[src/rtl/bresenham_line_drawer.sv]
// Bresenham line rasteriser: takes two endpoints and streams each pixel of the line
// over a valid/ready handshake. Emits a one-cycle done pulse after the last pixel.
module bresenham_line_drawer #(
    parameter int unsigned COORD_W = 10
) (
    input  logic               clk,
    input  logic               n_rst,
    input  logic               start,
    input  logic [COORD_W-1:0] p_x,
    input  logic [COORD_W-1:0] p_y,
    input  logic [COORD_W-1:0] q_x,
    input  logic [COORD_W-1:0] q_y,
    input  logic               pixel_ready,
    output logic [COORD_W-1:0] pixel_x,
    output logic [COORD_W-1:0] pixel_y,
    output logic               pixel_valid,
    output logic               busy,
    output logic               done
);

    localparam int unsigned EW = COORD_W + 2;

    localparam logic [1:0] S_IDLE  = 2'd0;
    localparam logic [1:0] S_SETUP = 2'd1;
    localparam logic [1:0] S_DRAW  = 2'd2;
    localparam logic [1:0] S_DONE  = 2'd3;

    logic [1:0]               state, state_nxt;
    logic [COORD_W-1:0]       x0, y0, x1, y1;
    logic [COORD_W-1:0]       x0_nxt, y0_nxt, x1_nxt, y1_nxt;
    logic signed [EW-1:0]     dx, dy, err;
    logic signed [EW-1:0]     dx_nxt, dy_nxt, err_nxt;
    logic                     sx, sy, sx_nxt, sy_nxt;
    logic [COORD_W-1:0]       pixel_x_nxt, pixel_y_nxt;
    logic                     pixel_valid_nxt, busy_nxt, done_nxt;

    logic signed [EW-1:0]     diff_x, diff_y, abs_x, abs_y, e2;
    logic                     step_x, step_y, at_end, xfer;

    // Endpoint deltas, zero-extended so the subtraction never overflows.
    assign diff_x = $signed(EW'(x1)) - $signed(EW'(x0));
    assign diff_y = $signed(EW'(y1)) - $signed(EW'(y0));
    assign abs_x  = diff_x[EW-1] ? -diff_x : diff_x;
    assign abs_y  = diff_y[EW-1] ? -diff_y : diff_y;

    assign e2     = $signed({err[EW-2:0], 1'b0});
    assign step_x = (e2 >= dy);
    assign step_y = (e2 <= dx);
    assign at_end = (pixel_x == x1) && (pixel_y == y1);
    assign xfer   = pixel_valid && pixel_ready;

    // Next-state and next-register logic.
    always_comb begin
        state_nxt       = state;
        x0_nxt          = x0;
        y0_nxt          = y0;
        x1_nxt          = x1;
        y1_nxt          = y1;
        dx_nxt          = dx;
        dy_nxt          = dy;
        err_nxt         = err;
        sx_nxt          = sx;
        sy_nxt          = sy;
        pixel_x_nxt     = pixel_x;
        pixel_y_nxt     = pixel_y;
        pixel_valid_nxt = pixel_valid;
        busy_nxt        = busy;
        done_nxt        = 1'b0;

        case (state)
            S_IDLE: begin
                if (start) begin
                    x0_nxt    = p_x;
                    y0_nxt    = p_y;
                    x1_nxt    = q_x;
                    y1_nxt    = q_y;
                    busy_nxt  = 1'b1;
                    state_nxt = S_SETUP;
                end
            end
            S_SETUP: begin
                dx_nxt          = abs_x;
                dy_nxt          = -abs_y;
                sx_nxt          = (x0 < x1);
                sy_nxt          = (y0 < y1);
                err_nxt         = abs_x - abs_y;
                pixel_x_nxt     = x0;
                pixel_y_nxt     = y0;
                pixel_valid_nxt = 1'b1;
                state_nxt       = S_DRAW;
            end
            S_DRAW: begin
                if (xfer) begin
                    if (at_end) begin
                        pixel_valid_nxt = 1'b0;
                        done_nxt        = 1'b1;
                        state_nxt       = S_DONE;
                    end else begin
                        // Both axis decisions use the pre-update error term.
                        err_nxt = err + (step_x ? dy : EW'(0)) + (step_y ? dx : EW'(0));
                        if (step_x) pixel_x_nxt = sx ? pixel_x + COORD_W'(1) : pixel_x - COORD_W'(1);
                        if (step_y) pixel_y_nxt = sy ? pixel_y + COORD_W'(1) : pixel_y - COORD_W'(1);
                    end
                end
            end
            default: begin
                busy_nxt  = 1'b0;
                state_nxt = S_IDLE;
            end
        endcase
    end

    always_ff @(posedge clk) begin
        if (!n_rst) begin
            state       <= S_IDLE;
            x0          <= '0;
            y0          <= '0;
            x1          <= '0;
            y1          <= '0;
            dx          <= '0;
            dy          <= '0;
            err         <= '0;
            sx          <= 1'b0;
            sy          <= 1'b0;
            pixel_x     <= '0;
            pixel_y     <= '0;
            pixel_valid <= 1'b0;
            busy        <= 1'b0;
            done        <= 1'b0;
        end else begin
            state       <= state_nxt;
            x0          <= x0_nxt;
            y0          <= y0_nxt;
            x1          <= x1_nxt;
            y1          <= y1_nxt;
            dx          <= dx_nxt;
            dy          <= dy_nxt;
            err         <= err_nxt;
            sx          <= sx_nxt;
            sy          <= sy_nxt;
            pixel_x     <= pixel_x_nxt;
            pixel_y     <= pixel_y_nxt;
            pixel_valid <= pixel_valid_nxt;
            busy        <= busy_nxt;
            done        <= done_nxt;
        end
    end

endmodule

[config.mk]
export PLATFORM = sky130hd
export DESIGN_NAME = bresenham_line_drawer
export DESIGN_NICKNAME = d
export VERILOG_FILES = /design/src/rtl/bresenham_line_drawer.sv
export SDC_FILE = /design/constraint.sdc
export NUM_CORES = 1
export LEC_CHECK = 0
export ABC_AREA = 0
export CAP_MARGIN = 20
export CORE_MARGIN = 2
export CORE_UTILIZATION = 59
export DETAILED_ROUTE_END_ITERATION = 16
export DONT_BUFFER_PORTS = 1
export HOLD_SLACK_MARGIN = 0.06
export PLACE_DENSITY = 0.78
export REMOVE_ABC_BUFFERS = 1
export SYNTH_ARGS = -nofsm -noshare
export SYNTH_HDL_FRONTEND = slang
export SYNTH_SLANG_ARGS = --single-unit
[constraint.sdc]
create_clock -name clk -period 4.2 [get_ports clk]
set_clock_uncertainty 0.1 [all_clocks]
set_input_delay 1.05 -clock clk [delete_from_list [all_inputs] [get_ports clk]]
set_output_delay 1.05 -clock clk [all_outputs]
set_load 0.02 [all_outputs]
==> qor.csv, run 1 <==
metric;value;unit
run_status;finished, final reports clean;
grt_antenna_before_repair;0;
most_frequent_cells_after_synthesis;134 x sky130_fd_sc_hd__nand2_1, 102 x sky130_fd_sc_hd__a21oi_1, 102 x sky130_fd_sc_hd__dfxtp_1, 89 x sky130_fd_sc_hd__nor2_1, 88 x sky130_fd_sc_hd__inv_1;
finalWorstPathRequiredPeriod;4117;ps
rrSetupSlack;80;ps
synth_area_per_cell;7.873;sq um
total_clock_buffers_created_by_cts;9;
synthFlopType;sky130_fd_sc_hd__dfxtp_1;
vias_per_cell;6.194;
share_of_async_settable_or_async_resettable_flops_after_synthesis;0;%
vias_in_the_first_global_route;7742;
post-synth-top-count-cell;sky130_fd_sc_hd__nand2_1;
critical_path.startpoint;y1[0];
yosys-top-cells-area;sky130_fd_sc_hd__dfxtp_1 24%, sky130_fd_sc_hd__ha_1 12%, sky130_fd_sc_hd__a21oi_1 5.9%, sky130_fd_sc_hd__nand2_1 5.8%, sky130_fd_sc_hd__xnor2_1 4.9%;
globalRoute.busiestLayer;met2;
firstDrtPassIters;6;
cp.required;4350;ps
fmax;242.9;MHz
io-pin-count;67;
instances_no_fill;1319;
final_max_slew_viol_count;0;
critPathCapture;err[10];
timing.reg2reg.worst_path_depth;21;
grt_pass1_wl;37940;microns
initial_core_util;59.88;%
io_buffers;0;
chipWidth;125.0;microns
grt_use_met1;38.77;%
antenna_cells;0;
gpl.final_weighted_congestion;1.002;
clkTransAtPathRegs;80;ps
multi_input_area;0.006340;sq mm
final_core_util;68.11;%
postRouteAntennaNets;0;
clock-sinks;102;
yosysTopAreaCell;sky130_fd_sc_hd__dfxtp_1;
die_boundary_height;125.0;microns
r2r-start;y1[0];
type_of_element_capturing_the_critical_path;register;
detail_route.wirelength;23920;microns
detailedPlacementHpwl;17660;microns
timing.rr.end;err[10];
grt.met3_usage;5.862;%
post-route-drc-count;0;
die-area;0.01562;sq mm
layout-drive-gt1-share;15.51;%
synthesis_warnings;0;
synth_seq_cells;102;
grt.met2_usage;47.76;%
fillerInstances;1178;
worst_setup_path_start_kind;register;
post_synth_edffs;0;
clock_tree_from_tritoncts;built;
numPlacedInstances;1293;
area_delta_synth_final;13.75;%
cts_max_level;3;
grtUsageTotal;29.45;%
final_min_period_over_clock_period;98.02;%
vias;8170;
proportion_of_synthesized_chip_area_in_sequential_cells;23.64;%
cts.path.max_buffers;2;
synthesis.area;0.008637;sq mm
row_count;44;
wl_per_cell;18.13;microns
final-seq-area;0.002049;sq mm
transition_time_of_the_tightest_slew_check_pin;888.1;ps
crit_arrival;4260;ps
holdBufCountCts;0;
synthDistinctLibCells;86;
crit_type;register to register;
final_cell_area;0.009824;sq mm
nets;1274;
place_area;0.009097;sq mm
core_area;0.01442;sq mm
whs;355.8;ps
grt_max_degree;48;
min_path_type;register to register;
cap_viol_max_count;0;
cts_root_buffer;sky130_fd_sc_hd__clkbuf_16;
post_synth_inst_count;1097;
clk_latency;360;ps
critical_path_peak_fanout;3;
hold_violations;0;
relSlewSlack;40.73;%
global_route.overflow_total;0;
setup-violations-final;0;
dr.first_iter.drc_count;605;
synth_top_area_share;23.64;%
worst min path at each step:
stage,to,start,cells after the start
floorplan,dx[11],dx[11],2
finish,x0[4],x0[4],2
detailed placement,x0[4],x0[4],2
global placement,x0[6],x0[6],2
global route,x0[4],x0[4],2
CTS,x0[4],x0[4],2
placed cells by master (no fill, tap or decap), types with 20 or more instances in the layout:
master                     count
sky130_fd_sc_hd__buf_4        67
sky130_fd_sc_hd__mux2i_1      23
sky130_fd_sc_hd__a21oi_1      96
sky130_fd_sc_hd__nand2_1     133
sky130_fd_sc_hd__xnor2_1      46
sky130_fd_sc_hd__inv_1        86
sky130_fd_sc_hd__o21ai_0      39
sky130_fd_sc_hd__nor2_1       81
sky130_fd_sc_hd__nor3_1       20
sky130_fd_sc_hd__a211oi_1     24
sky130_fd_sc_hd__dfxtp_1      96
sky130_fd_sc_hd__xor2_1       25
sky130_fd_sc_hd__ha_1         72
per-stage QoR:
step | TNS [ps] | setup WS (ps)
floorplan | -109.0 | -109.0
global placement | 0 | 43.21
detailed placement | -212.2 | -71.35
CTS | 0 | 22.52
global route | -240.4 | -61.27
finish | 0 | 83.01
what timing repair did:
action	CTS	global route
gates resized for setup	10	69
buffers inserted	0	11
pin swaps	1	39
setup endpoints to repair	5	8
final cells by class:
cell class | count | share of cell area (%)
timing repair buffer | 70 | 5.553
sequential | 102 | 20.86
clock buffer | 9 | 2.292
tap | 184 | 2.343
clock inverter | 6 | 1.019
inverter | 89 | 3.400
multi-input combinational | 859 | 64.53
critical path, stage by stage (launching register included):
cell	delay, ps
sky130_fd_sc_hd__dfxtp_1	320
sky130_fd_sc_hd__inv_1	50
sky130_fd_sc_hd__ha_2	170
sky130_fd_sc_hd__inv_1	60
sky130_fd_sc_hd__fa_2	500
sky130_fd_sc_hd__inv_2	80
sky130_fd_sc_hd__ha_2	190
sky130_fd_sc_hd__nand4b_1	120
sky130_fd_sc_hd__nor3_2	190
sky130_fd_sc_hd__a311oi_2	60
sky130_fd_sc_hd__buf_4	170
sky130_fd_sc_hd__nor3b_4	210
sky130_fd_sc_hd__nor2_1	80
sky130_fd_sc_hd__xnor2_1	280
sky130_fd_sc_hd__inv_2	140
sky130_fd_sc_hd__ha_4	250
sky130_fd_sc_hd__or2_2	300
sky130_fd_sc_hd__a21oi_4	160
sky130_fd_sc_hd__a211oi_2	60
sky130_fd_sc_hd__o21ai_0	170
sky130_fd_sc_hd__a21oi_1	60
sky130_fd_sc_hd__o31a_1	270
cell families after synthesis:
family	synth area share [%]
AO/OA/AOI/OAI	22.57
XOR/XNOR	7.881
adder cells (fa/ha/maj)	15.73
buffers and inverters	6.504
flip-flops	23.64
multiplexers	2.912
AND/OR/NAND/NOR	20.76
routing by layer:
layer | part of all wire, % | vias to the layer above
li1 | - | 3962
met1 | 43 | 3857
met2 | 46 | 284
met3 | 6.4 | 67
met4 | 4.3 | 0
met5 | 0 | -
sequential cells by signal, indices dropped and copies added, names as in the netlist:
signal	count
dx	12
dy	12
err	11
pixel_x	10
pixel_y	10
x0	10
x1	10
y0	10
y1	10
state	2
busy	1
done	1
pixel_valid	1
sx	1
sy	1
Power of run 1 is not shown: default switching activity piles up to over one toggle a cycle in this logic, so the estimate is an artifact.
==> inputs of run 2 (changes only) <==
--- a/config.mk
+++ b/config.mk
@@ -8,9 +8,8 @@
 export ABC_AREA = 0
 export CAP_MARGIN = 20
 export CORE_MARGIN = 2
-export CORE_UTILIZATION = 59
+export CORE_UTILIZATION = 54
 export DETAILED_ROUTE_END_ITERATION = 16
-export DONT_BUFFER_PORTS = 1
 export HOLD_SLACK_MARGIN = 0.06
 export PLACE_DENSITY = 0.78
 export REMOVE_ABC_BUFFERS = 1
==> run 2 against run 1 <==
  * Via count rose by 2.9%
  * Largest cell class unchanged
  * Maximum frequency rose by 0.49%
  * Final cell count rose by 8.1%
  * Hold slack got worse by 1.5 ps
  * Global-route usage fell by 0.63 points
==> qor.csv, run 2 (same netlist as run 1, synthesis figures left out) <==
metric;value;unit;change
numPlacedInstances;1398;;+8.1%
io_buffers;66;;+66
total_clock_buffers_created_by_cts;9;;unchanged
clk_latency;360;ps;about the same
clkTransAtPathRegs;70;ps;about the same
run_status;finished, final reports clean;;
critical_path_peak_fanout;4;;+1
grt_antenna_before_repair;0;;unchanged
vias;8403;;+2.9%
post-route-drc-count;0;;unchanged
cp_cell_sequence;inv_1 > ha_1 > fa_1 > nand2b_4 > a2111oi_4 > nor3_2 > nor3_1 > buf_4 > nand2_1 > o21ai_2 > inv_1 > ha_1 > nor2b_1 > o21ai_1 > a21boi_1 > o21a_1 > o21a_1 > o21ai_2 > mux2i_1 > a31oi_1;;
critPathTopFamily;compound AO/OA/AOI/OAI gates;;
grt_pass1_wl;38820;microns;+2.3%
rsz0062_at_grt;yes;;
holdBufCountCts;0;;unchanged
final_max_slew_viol_count;0;;unchanged
cts_max_level;3;;unchanged
initial_core_util;54.77;%;-5.1 points
instances_no_fill;1426;;+8.1%
type_of_element_capturing_the_critical_path;register;;
layout-drive-gt1-share;14.88;%;-0.63 points
grt_max_degree;43;;-10%
cp.required;4340;ps;about the same
postRouteAntennaNets;0;;unchanged
crit_arrival;4240;ps;-20 ps
transition_time_of_the_tightest_slew_check_pin;963.9;ps;+75.88 ps
fillerInstances;1313;;+11%
setup-violations-final;0;;unchanged
area_delta_synth_final;21.80;%;
grtUsageTotal;28.82;%;-0.63 points
gpl.final_weighted_congestion;0.9414;;-6.0%
cts_root_buffer;sky130_fd_sc_hd__clkbuf_16;;
most_frequent_standard_cell_in_the_layout_excluding_fill_and_tap_cells;sky130_fd_sc_hd__nand2_1;;
vias_per_cell;5.893;;-4.9%
fmax;244.1;MHz;+0.49%
most-common-layout-cells;132 x sky130_fd_sc_hd__nand2_1, 101 x sky130_fd_sc_hd__dfxtp_1, 94 x sky130_fd_sc_hd__a21oi_1;;
whs;354.2;ps;-1.547 ps
clock-sinks;102;;unchanged
dr.first_iter.drc_count;645;;+6.6%
cpMaxStageDelayCell;sky130_fd_sc_hd__a2111oi_4;;
detail_route.wirelength;24850;microns;+3.9%
clock_tree_from_tritoncts;built;;
die-area;0.01702;sq mm;+9.0%
global_route.overflow_total;0;;unchanged
finalWorstSetupSlack;103.3;ps;+20.28 ps
row_count;46;;+4.5%
delay_contributed_by_the_slowest_stage_of_the_critical_path;400;ps;-100 ps
io-pin-count;67;;unchanged
nets;1348;;+5.8%
pre_cts_slack;-107.5;ps;-36.14 ps
core_area;0.01577;sq mm;+9.3%
hold_violations;0;;unchanged
timing.critical_path.buf_inv;3;;-2
min_path_type;register to register;;
finalWorstPathRequiredPeriod;4097;ps;-20.28 ps
firstDrtPassIters;5;;-1
vias_in_the_first_global_route;7873;;+1.7%
relSlewSlack;35.19;%;-5.5 points
final_min_period_over_clock_period;97.54;%;-0.48 points
worst_setup_path_start_kind;register;;
crit_type;register to register;;
cts.path.max_buffers;2;;unchanged
wl_per_cell;17.43;microns;-3.9%
detailedPlacementHpwl;18310;microns;+3.6%
cap_viol_max_count;0;;unchanged
antenna_cells;0;;unchanged
chipWidth;130.5;microns;+4.4%
die_boundary_height;130.5;microns;+4.4%
reg_top3;dx (12), dy (12), err (11);;
## run 2: cell types whose count changed in the layout (fill, tap and decap cells not counted), sizes merged
cell	previous run	this run
clkinv	0	3
clkinvlp	0	1
buf	70	78
inv	93	92
clkdlybuf4s50	0	66
bufinv	2	0
## run 2: per-stage QoR
step | utilization, % | setup TNS (ps) | instance area [sq um]
after floorplan | - | -109.0 | 8409
after global placement | 62.40 | 0 | 9841
after detailed placement | 62.40 | -258.7 | 9841
after CTS | 64.38 | 0 | 10150
after global routing | 66.71 | -380.2 | 10520
final | 66.71 | 0 | 10520
## run 2: what timing repair did
| action | CTS | global route |
|---|---|---|
| gates resized for setup | 10 | 64 |
| setup buffers | 1 | 12 |
| endpoints found under the setup margin | 5 | 6 |
| hold endpoints to repair | 0 | 0 |
| pin swaps | 2 | 34 |
## run 2: final timing paths
kind              start     end  slack (ps)  cells past startpoint
setup reg to reg  x1[0]  err[7]         100                     20
hold / removal    x0[4]   x0[4]         350                      2
setup / recovery  x1[0]  err[7]         100                     20
hold reg to reg   x0[4]   x0[4]         350                      2
## run 2: metal layers
layer	global-route usage, %	part of all wire (%)	up-vias
li1	-	-	4098
met1	38.74	45	3979
met2	46.81	46	265
met3	3.502	5.2	61
met4	12.83	4.0	0
met5	0	0	-
## run 2: final cells by class
type	instances	area, sq um	share of cell area, %
well taps	216	270.3	2.569
multi-input cells	859	6342	60.29
clock buffers	9	225.2	2.141
repair buffers	144	1250	11.88
clock inverters	7	55.05	0.5233
inverters	89	334.1	3.176
flip-flops and latches	102	2043	19.42
## run 2: tightest hold or removal path: stages (launching register included)
cell	delay [ps]
sky130_fd_sc_hd__dfxtp_1	310
sky130_fd_sc_hd__nand2_1	50
sky130_fd_sc_hd__a21oi_1	50
Power of run 2 is left out for the same reason.
